--- src/rtl/ddr_line_arbiter.sv ---
// ddr_line_arbiter: round-robin arbiter of icache/dcache 256-bit line requests onto one DDR controller port
// Ports: clk/rst (sync active-high); ic_req/ic_addr -> ic_rdy/ic_rdata; dc_req/dc_write/dc_addr/dc_wdata -> dc_rdy/dc_rdata;
// ram_en/ram_write/ram_addr/data_to_ram -> controller, ram_rdy/ram_rdata <- controller; grant_dc, busy, timeout_err status.
module ddr_line_arbiter #(
  parameter int TIMEOUT = 4096,
  parameter int ADDR_W  = 30
) (
  input  logic              clk,
  input  logic              rst,
  input  logic              ic_req,
  input  logic [ADDR_W-1:0] ic_addr,
  output logic              ic_rdy,
  output logic [255:0]      ic_rdata,
  input  logic              dc_req,
  input  logic              dc_write,
  input  logic [ADDR_W-1:0] dc_addr,
  input  logic [255:0]      dc_wdata,
  output logic              dc_rdy,
  output logic [255:0]      dc_rdata,
  output logic              ram_en,
  output logic              ram_write,
  output logic [ADDR_W-1:0] ram_addr,
  output logic [255:0]      data_to_ram,
  input  logic              ram_rdy,
  input  logic [255:0]      ram_rdata,
  output logic              grant_dc,
  output logic              busy,
  output logic              timeout_err
);
  typedef enum logic [1:0] {IDLE, ISSUE, DONE} state_t;
  localparam logic [15:0] WD_SET = 16'(TIMEOUT - 2);
  state_t state;
  logic last_dc;
  logic [15:0] wd_cnt;
  logic pick_dc;
  logic [ADDR_W-1:0] sel_addr;
  // dcache wins unless icache also asks and dcache had the last turn
  assign pick_dc  = dc_req & (~ic_req | ~last_dc);
  assign sel_addr = pick_dc ? dc_addr : ic_addr;
  always_ff @(posedge clk) begin
    if (rst) begin
      state       <= IDLE;
      last_dc     <= 1'b0;
      wd_cnt      <= '0;
      ic_rdy      <= 1'b0;
      dc_rdy      <= 1'b0;
      ic_rdata    <= '0;
      dc_rdata    <= '0;
      ram_en      <= 1'b0;
      ram_write   <= 1'b0;
      ram_addr    <= '0;
      data_to_ram <= '0;
      grant_dc    <= 1'b0;
      busy        <= 1'b0;
      timeout_err <= 1'b0;
    end else begin
      ic_rdy <= 1'b0;
      dc_rdy <= 1'b0;
      case (state)
        IDLE: if (ic_req | dc_req) begin
          state     <= ISSUE;
          ram_en    <= 1'b1;
          busy      <= 1'b1;
          grant_dc  <= pick_dc;
          ram_write <= pick_dc & dc_write;
          ram_addr  <= sel_addr & ~ADDR_W'(7);
          wd_cnt    <= '0;
          if (pick_dc & dc_write) data_to_ram <= dc_wdata;
        end
        ISSUE: begin
          wd_cnt <= wd_cnt + {15'd0, ~&wd_cnt};
          // flag on the edge where the counter steps to TIMEOUT-1 and the transaction is still pending
          if (!ram_rdy && wd_cnt >= WD_SET) timeout_err <= 1'b1;
          if (ram_rdy) begin
            state   <= DONE;
            ram_en  <= 1'b0;
            last_dc <= grant_dc;
            ic_rdy  <= ~grant_dc;
            dc_rdy  <= grant_dc;
            if (!ram_write && grant_dc) dc_rdata <= ram_rdata;
            if (!ram_write && !grant_dc) ic_rdata <= ram_rdata;
          end
        end
        DONE: begin
          state <= IDLE;
          busy  <= 1'b0;
        end
        default: state <= IDLE;
      endcase
    end
  end
endmodule

--- config.mk ---
export PLATFORM = sky130hd
export DESIGN_NAME = ddr_line_arbiter
export DESIGN_NICKNAME = d
export VERILOG_FILES = /design/src/rtl/ddr_line_arbiter.sv
export SDC_FILE = /design/constraint.sdc
export NUM_CORES = 2
export LEC_CHECK = 0
export CAP_MARGIN = 20
export CORE_AREA = 2 2 538 540
export DETAILED_ROUTE_END_ITERATION = 12
export DIE_AREA = 0 0 540 542
export GPL_ROUTABILITY_DRIVEN = 0
export PLACE_DENSITY = 0.3
export SKIP_CTS_REPAIR_TIMING = 1
export SLEW_MARGIN = 10
export SYNTH_ARGS = -nofsm -noshare
export SYNTH_HDL_FRONTEND = slang
export SYNTH_SLANG_ARGS = --single-unit
--- constraint.sdc ---
create_clock -name clk -period 4 [get_ports clk]
set_input_delay 0.6 -clock clk [delete_from_list [all_inputs] [get_ports clk]]
set_output_delay 0.6 -clock clk [all_outputs]
set_load 0.005 [all_outputs]
# [After elaboration in Yosys (flattened, before gate mapping)]
# Cells that the tools add are included.
[classes] addsub=1 bitwise=9 multipliers=0 eq_ne=4 muxes=10 magnitude_cmp=1 div_mod_pow=0 shifts=0 n_reduce_logical=22
[ops] op="$pmux 16 s2" count=1
[ops] op="$mux 30" count=1
[ops] op="$add 16x1->16" count=1
[ops] op="$ge 16x12->1 const B" count=1
[ops] op="$mux 16" count=1
[ops] op="$reduce_and 16->1" count=1
[ops] op="$reduce_and 2->1" count=6
[ops] op="$reduce_and 3->1" count=4
[ops] op="$not 1->1" count=5
[ops] op="$logic_not 1->1" count=4
[ops] op="$mux 2" count=2
[ops] op="$ne 2x2->1 const B" count=2
[ops] op="$pmux 1 s2" count=2
[ops] op="$pmux 2 s2" count=1
[ops] op="$reduce_bool 2->1" count=2
[ops] op="$logic_and 1x1->1" count=3
[ops] op="$reduce_or 3->1" count=1
[ops] op="$and 1x1->1" count=2
[ops] op="$eq 2x1->1 const B" count=1
[ops] op="$eq 2x2->1 const B" count=1
[ops] op="$logic_not 2->1" count=1
[ops] op="$mux 1" count=2
[ops] op="$or 1x1->1" count=2
[totals] out_inout_bits=805 input_bits=578 ramBits=0 latchBits=0 mem_count=0 elab_cells=61 romBits=0 regBits=821

# [Depth between registers and ports, before layout]
[depth] depth_word=5 depth_mapped=9 depth_no_buf=8

# [Worst setup path before layout]
# Ideal clock, no wire load.
[synth_path] path_kind="flip-flop to flip-flop" start="register wd_cnt[1]" end="register wd_cnt[13]" path_slack_ns=2.111 setup_time_ns=0.070 stages_incl_launch_ff=9 arrival_ns=1.818 cell_sequence="dfxtp_1 -> and3_1 -> buf_2 -> nand4_1 -> or3_1 -> ha_1 -> nand4_1 -> o311ai_0 -> a21oi_1"
[synth_between] elab_chain_len=4
[synth_lines] element="from (decl)" line="34" rtl="logic [15:0] wd_cnt;"
[synth_lines] element="from (signal assigned)" line="71" rtl="wd_cnt <= wd_cnt + {15'd0, ~&wd_cnt};"
[synth_lines] element="$reduce_and 16->1" line="71"
[synth_lines] element="$logic_not 1->1" line="71"
[synth_lines] element="$add 16x1->16 (*)" line="71"
[synth_lines] element="$pmux 16 s2 (*)" line="59" rtl="case (state)"
# Every way passes the cells marked *; elsewhere a longest branch is shown, timed or not.
# A chain may end at the register's enable or synchronous reset.

# [Final worst setup path]
[layout_path] start="register ic_rdata[0]" end="output ic_rdata[0]"
[layout_rtl] element="from (decl)" line="13" rtl="output logic [255:0] ic_rdata,"
[layout_rtl] element="from (signal assigned)" line="81" rtl="if (!ram_write && !grant_dc) ic_rdata <= ram_rdata;"
# No word-level cell between the ends.

==> impl_summary.log <==
INFO  metric timing.fmax = around 370 MHz
INFO  metric synthesis.area = between 20000 and 30000 um2
INFO  metric grt_max_degree = 85
INFO  metric die_width = 540 um
INFO  metric rsz0062_at_grt = no
INFO  metric syn-instance-count = 3595
INFO  metric vdd_ir_drop_max = approximately 0.33 mV
INFO  metric finalWirelength = ~220 mm
INFO  metric p_clk_share = a little under half
INFO  metric skew = around 41 ps
INFO  metric yosys.area_share.adder = less than 1%
INFO  metric reg2reg_to = wd_cnt[13]$_SDFFE_PP0P_
INFO  metric synth.mux.area_fraction = less than 1%
INFO  metric grt_busiest_layer = met2
INFO  metric crit_path_max_fanout = 2
INFO  metric floorplan.core_area = roughly 290000 um2
INFO  metric ys_seq_area_share = 57.30%
INFO  metric clk-insertion-delay-late = 840 ps
INFO  metric r2r-start = wd_cnt[1]$_SDFFE_PP0P_
INFO  metric p_sw_share = around a quarter
INFO  metric synth_compound_area_share = 15.04%
INFO  metric final_layout_size_suffix_gt1_share = approximately 5.6%
INFO  metric route.vias.total = 30344
INFO  metric boundaryPins = between 1000 and 1500
INFO  metric seqCellArea = 16440 um2
INFO  metric dr.pass1.iters = 5
INFO  metric worstPathBufferInverterCount = 1
INFO  metric synth_area_per_cell = 7.978 um2
INFO  metric timing.max_cap.violations = 0
INFO  metric antenna_violating_nets_post_route = 0
INFO  metric cp_num_cells = 1
INFO  metric finalNetCount = 5477
INFO  metric max_slew.worst_pin.slew = between 1000 and 1500 ps
INFO  metric timing.reg2reg.setup_slack = 1670 ps
INFO  metric critPathMaxStageDelay = 880 ps
INFO  metric synth-xor-area-share = 0%
INFO  metric p_switching = around 5700 uW
INFO  metric clkSinkCount = about 820
INFO  metric synth_async_sr_flop_share = 0%
INFO  metric wl_per_cell = 24.71 um
INFO  metric die_h = about 540 um
INFO  metric dieArea = approximately 290000 um2
INFO  metric critPathLaunchType = register
INFO  metric groute.layer.met3.usage = roughly 6.8%
INFO  metric standard_cell_with_the_maximum_stage_delay_on_the_critical_path = clkdlybuf4s50_1
INFO  metric internal_power = 15930 uW
INFO  metric synth-simple-area-share = a little over a fifth
INFO  metric cell_count_of_the_worst_reg_to_reg_path = 7
INFO  metric dominantRegCellSynth = dfxtp_1
INFO  metric initial_util = 9.997%
INFO  metric fin_tns_setup = 0 ps
INFO  metric multi_input_comb_area = ~11000 um2
INFO  metric first_global_vias = approximately 30000
INFO  metric kind_of_cell_adding_the_most_delay_to_the_critical_path = buffers and inverters
INFO  metric cp_data_arrival_time = approximately 2100 ps
INFO  metric grt_overflow_total = 0
INFO  metric largest_family_of_logic_cells_by_synthesized_area = simple AND/OR/NAND/NOR gates
INFO  metric crit_path_end_kind = output port
INFO  metric worstPathRequired = 3400 ps
INFO  metric timing.setup.critical_path_class = reg2out
INFO  metric placementRows = ~200
INFO  metric worstHoldPathType = in2reg
INFO  metric synth.yosys.warnings = 0
INFO  metric layout.cells.non_filler = between 8000 and 9000
INFO  metric worst_path_cell_chain = clkdlybuf4s50_1
INFO  metric place_inst = 8560
INFO  metric max-slew-margin-rel = 29.89%
INFO  metric layout.cells.most_common = nand2_1
INFO  metric power = roughly 22000 uW
INFO  metric seqPwrFrac = roughly 40%
INFO  metric cts_tree = built
INFO  metric slew_viol_final = 0
INFO  metric drt_iter0_markers = between 1000 and 1500
INFO  metric synth_edf_count = 0
INFO  metric finalWorstPathRequiredPeriod = 2680 ps
INFO  metric dp_hpwl = 175.3 mm
INFO  metric power_density = 427.3 nW/um2
INFO  metric cellLeakagePower = around 0.016 uW
INFO  metric number_of_clock_buffers_inserted_by_tritoncts = between 100 and 150
INFO  metric library_cells_used_by_synthesis = 44
INFO  metric setup_viol = 0
INFO  metric grt.met2_usage = a little under a quarter
INFO  metric drcViolationCount = 0
INFO  metric placement.io_buffers = between 1000 and 1500
INFO  metric mostFrequentLayoutCells = nand2_1, clkdlybuf4s50_1, dfxtp_1
INFO  metric setup.worst_path.end = ic_rdata[0]
INFO  metric area.growth.synth_to_final = 76.66%
INFO  metric clock_tree.buffer_depth = 4
INFO  metric global_route.usage.total = roughly 14%
INFO  metric number_of_inserted_filler_cells_in_the_final_layout = 32395
INFO  metric cts.reportedPaths.clkPinSlew = 60 ps
INFO  metric layout_worst_path_cycle_share = 67.00%
INFO  metric synth_seq_cells = about 800
INFO  metric grt_first_pass_wirelength = 285.4 mm
INFO  metric power_frac_comb = 11.9%
INFO  metric cts_htree_levels = 3
INFO  metric use_met1 = between 15 and 20%
INFO  metric number_of_antenna_violations_at_the_first_check_in_global_routing = 180
INFO  metric root_cell_of_the_clock_tree = clkbuf_16
INFO  metric post_drt_via_cell_ratio = ~3.4
INFO  metric critPathLaunch = ic_rdata[0]$_SDFFE_PP0P_
INFO  metric timing.final.hold_violations = 0
INFO  metric outcome = complete, no violations
## stage by stage
step	area (um2)	setup slack [ps]	util (%)	hold slack, ps
5_1_grt	50600	1211	17.64	227.3
4_1_cts	50560	1112	17.62	186.6
6_report	50670	1320	17.66	302.5
3_5_place_dp	46790	971.6	16.31	445.3
2_1_floorplan	28690	2111	-	427.6
3_3_place_gp	46790	989.7	16.31	441.6
## kinds of logic (layout without fill, tap and decap cells)
family,Yosys count,in the layout
simple gates,1627,1627
compound gates,836,836
flops,821,821
buf+inv,281,1665
mux,27,27
fa+ha+maj,2,2
other cells,1,38
## how the worst min path moves through the flow
stage | to | slack [ps] | startpoint | cells past startpoint
after global routing | data_to_ram[44]$_SDFFE_PP0P_ | 230 | dc_wdata[44] | 3
after floorplan | wd_cnt[6]$_SDFFE_PP0P_ | 430 | wd_cnt[6]$_SDFFE_PP0P_ | 1
after detailed placement | data_to_ram[91]$_SDFFE_PP0P_ | 450 | data_to_ram[91]$_SDFFE_PP0P_ | 2
after CTS | data_to_ram[32]$_SDFFE_PP0P_ | 190 | dc_wdata[32] | 3
final | data_to_ram[26]$_SDFFE_PP0P_ | 300 | dc_wdata[26] | 3
after global placement | dc_rdata[215]$_SDFFE_PP0P_ | 440 | dc_rdata[215]$_SDFFE_PP0P_ | 2
## registers in the layout, indices dropped and copies added (netlist names)
name,count
ram_en,1
ic_rdata,256
state,2
ram_addr,27
grant_dc,1
dc_rdata,256
wd_cnt,16
last_dc,1
data_to_ram,256
dc_rdy,1
busy,1
timeout_err,1
ram_write,1
ic_rdy,1
## cells in the mapped netlist (2+ instances only)
cell      instances  share of area [%]
nand4_1           5               0.11
buf_1            13               0.17
mux2i_1          27               0.94
o21a_1            2              0.052
a21oi_1         786                 14
nor2_1           37               0.48
clkbuf_1        132                1.7
and3_1            3              0.065
nand3_1          11               0.19
or3_1             5               0.11
dfxtp_1         821                 57
buf_4             4               0.10
o21ai_0           2              0.035
inv_1             4              0.052
o211ai_1          4               0.10
o311ai_0          3              0.092
buf_2            99                1.7
or2_2             2              0.044
nand2b_1          2              0.044
clkbuf_4          2              0.052
a311oi_1          3              0.092
and2_1            2              0.044
or4_1             4               0.10
ha_1              2              0.087
nand2_1        1548                 20
buf_6            27                1.1
a211oi_1         28               0.73
## metal layers
metal / vias to the layer above / wire (um)
met1: 14237 / 87740
met3: 347 / 23680
met4: 84 / 4026
li1: 14312 / -
met2: 1364 / 101400
met5: - / 541
## layout make-up
| class | instances | area share (%) |
|---|---|---|
| multi-input cells | 2495 | 21.52 |
| diodes | 35 | 0.1729 |
| inverters | 4 | 0.02963 |
| repair buffers | 1460 | 29.07 |
| clock inverters | 31 | 0.6766 |
| flip-flops and latches | 821 | 32.44 |
| clock buffers | 170 | 6.759 |
| well taps | 3781 | 9.337 |
## power by group through the flow
stage / logic, uW / registers (uW) / clock network, uW
detailed placement: 2630 / 8860 / 0
floorplan: 745 / 8840 / 0
CTS: 2650 / 8690 / 10900
global placement: 2640 / 8850 / 0
global route: 2780 / 8720 / 11200
finish: 2570 / 8680 / 10400
## worst reg2reg max path: stages, from the launching register on
cell      delay, ps
dfxtp_1         390
and3_1          370
nand4_1         190
or3_1           430
ha_1            300
nand4_1         260
o311ai_0        160
a21oi_1         150
(Power assumes the default switching activity.)
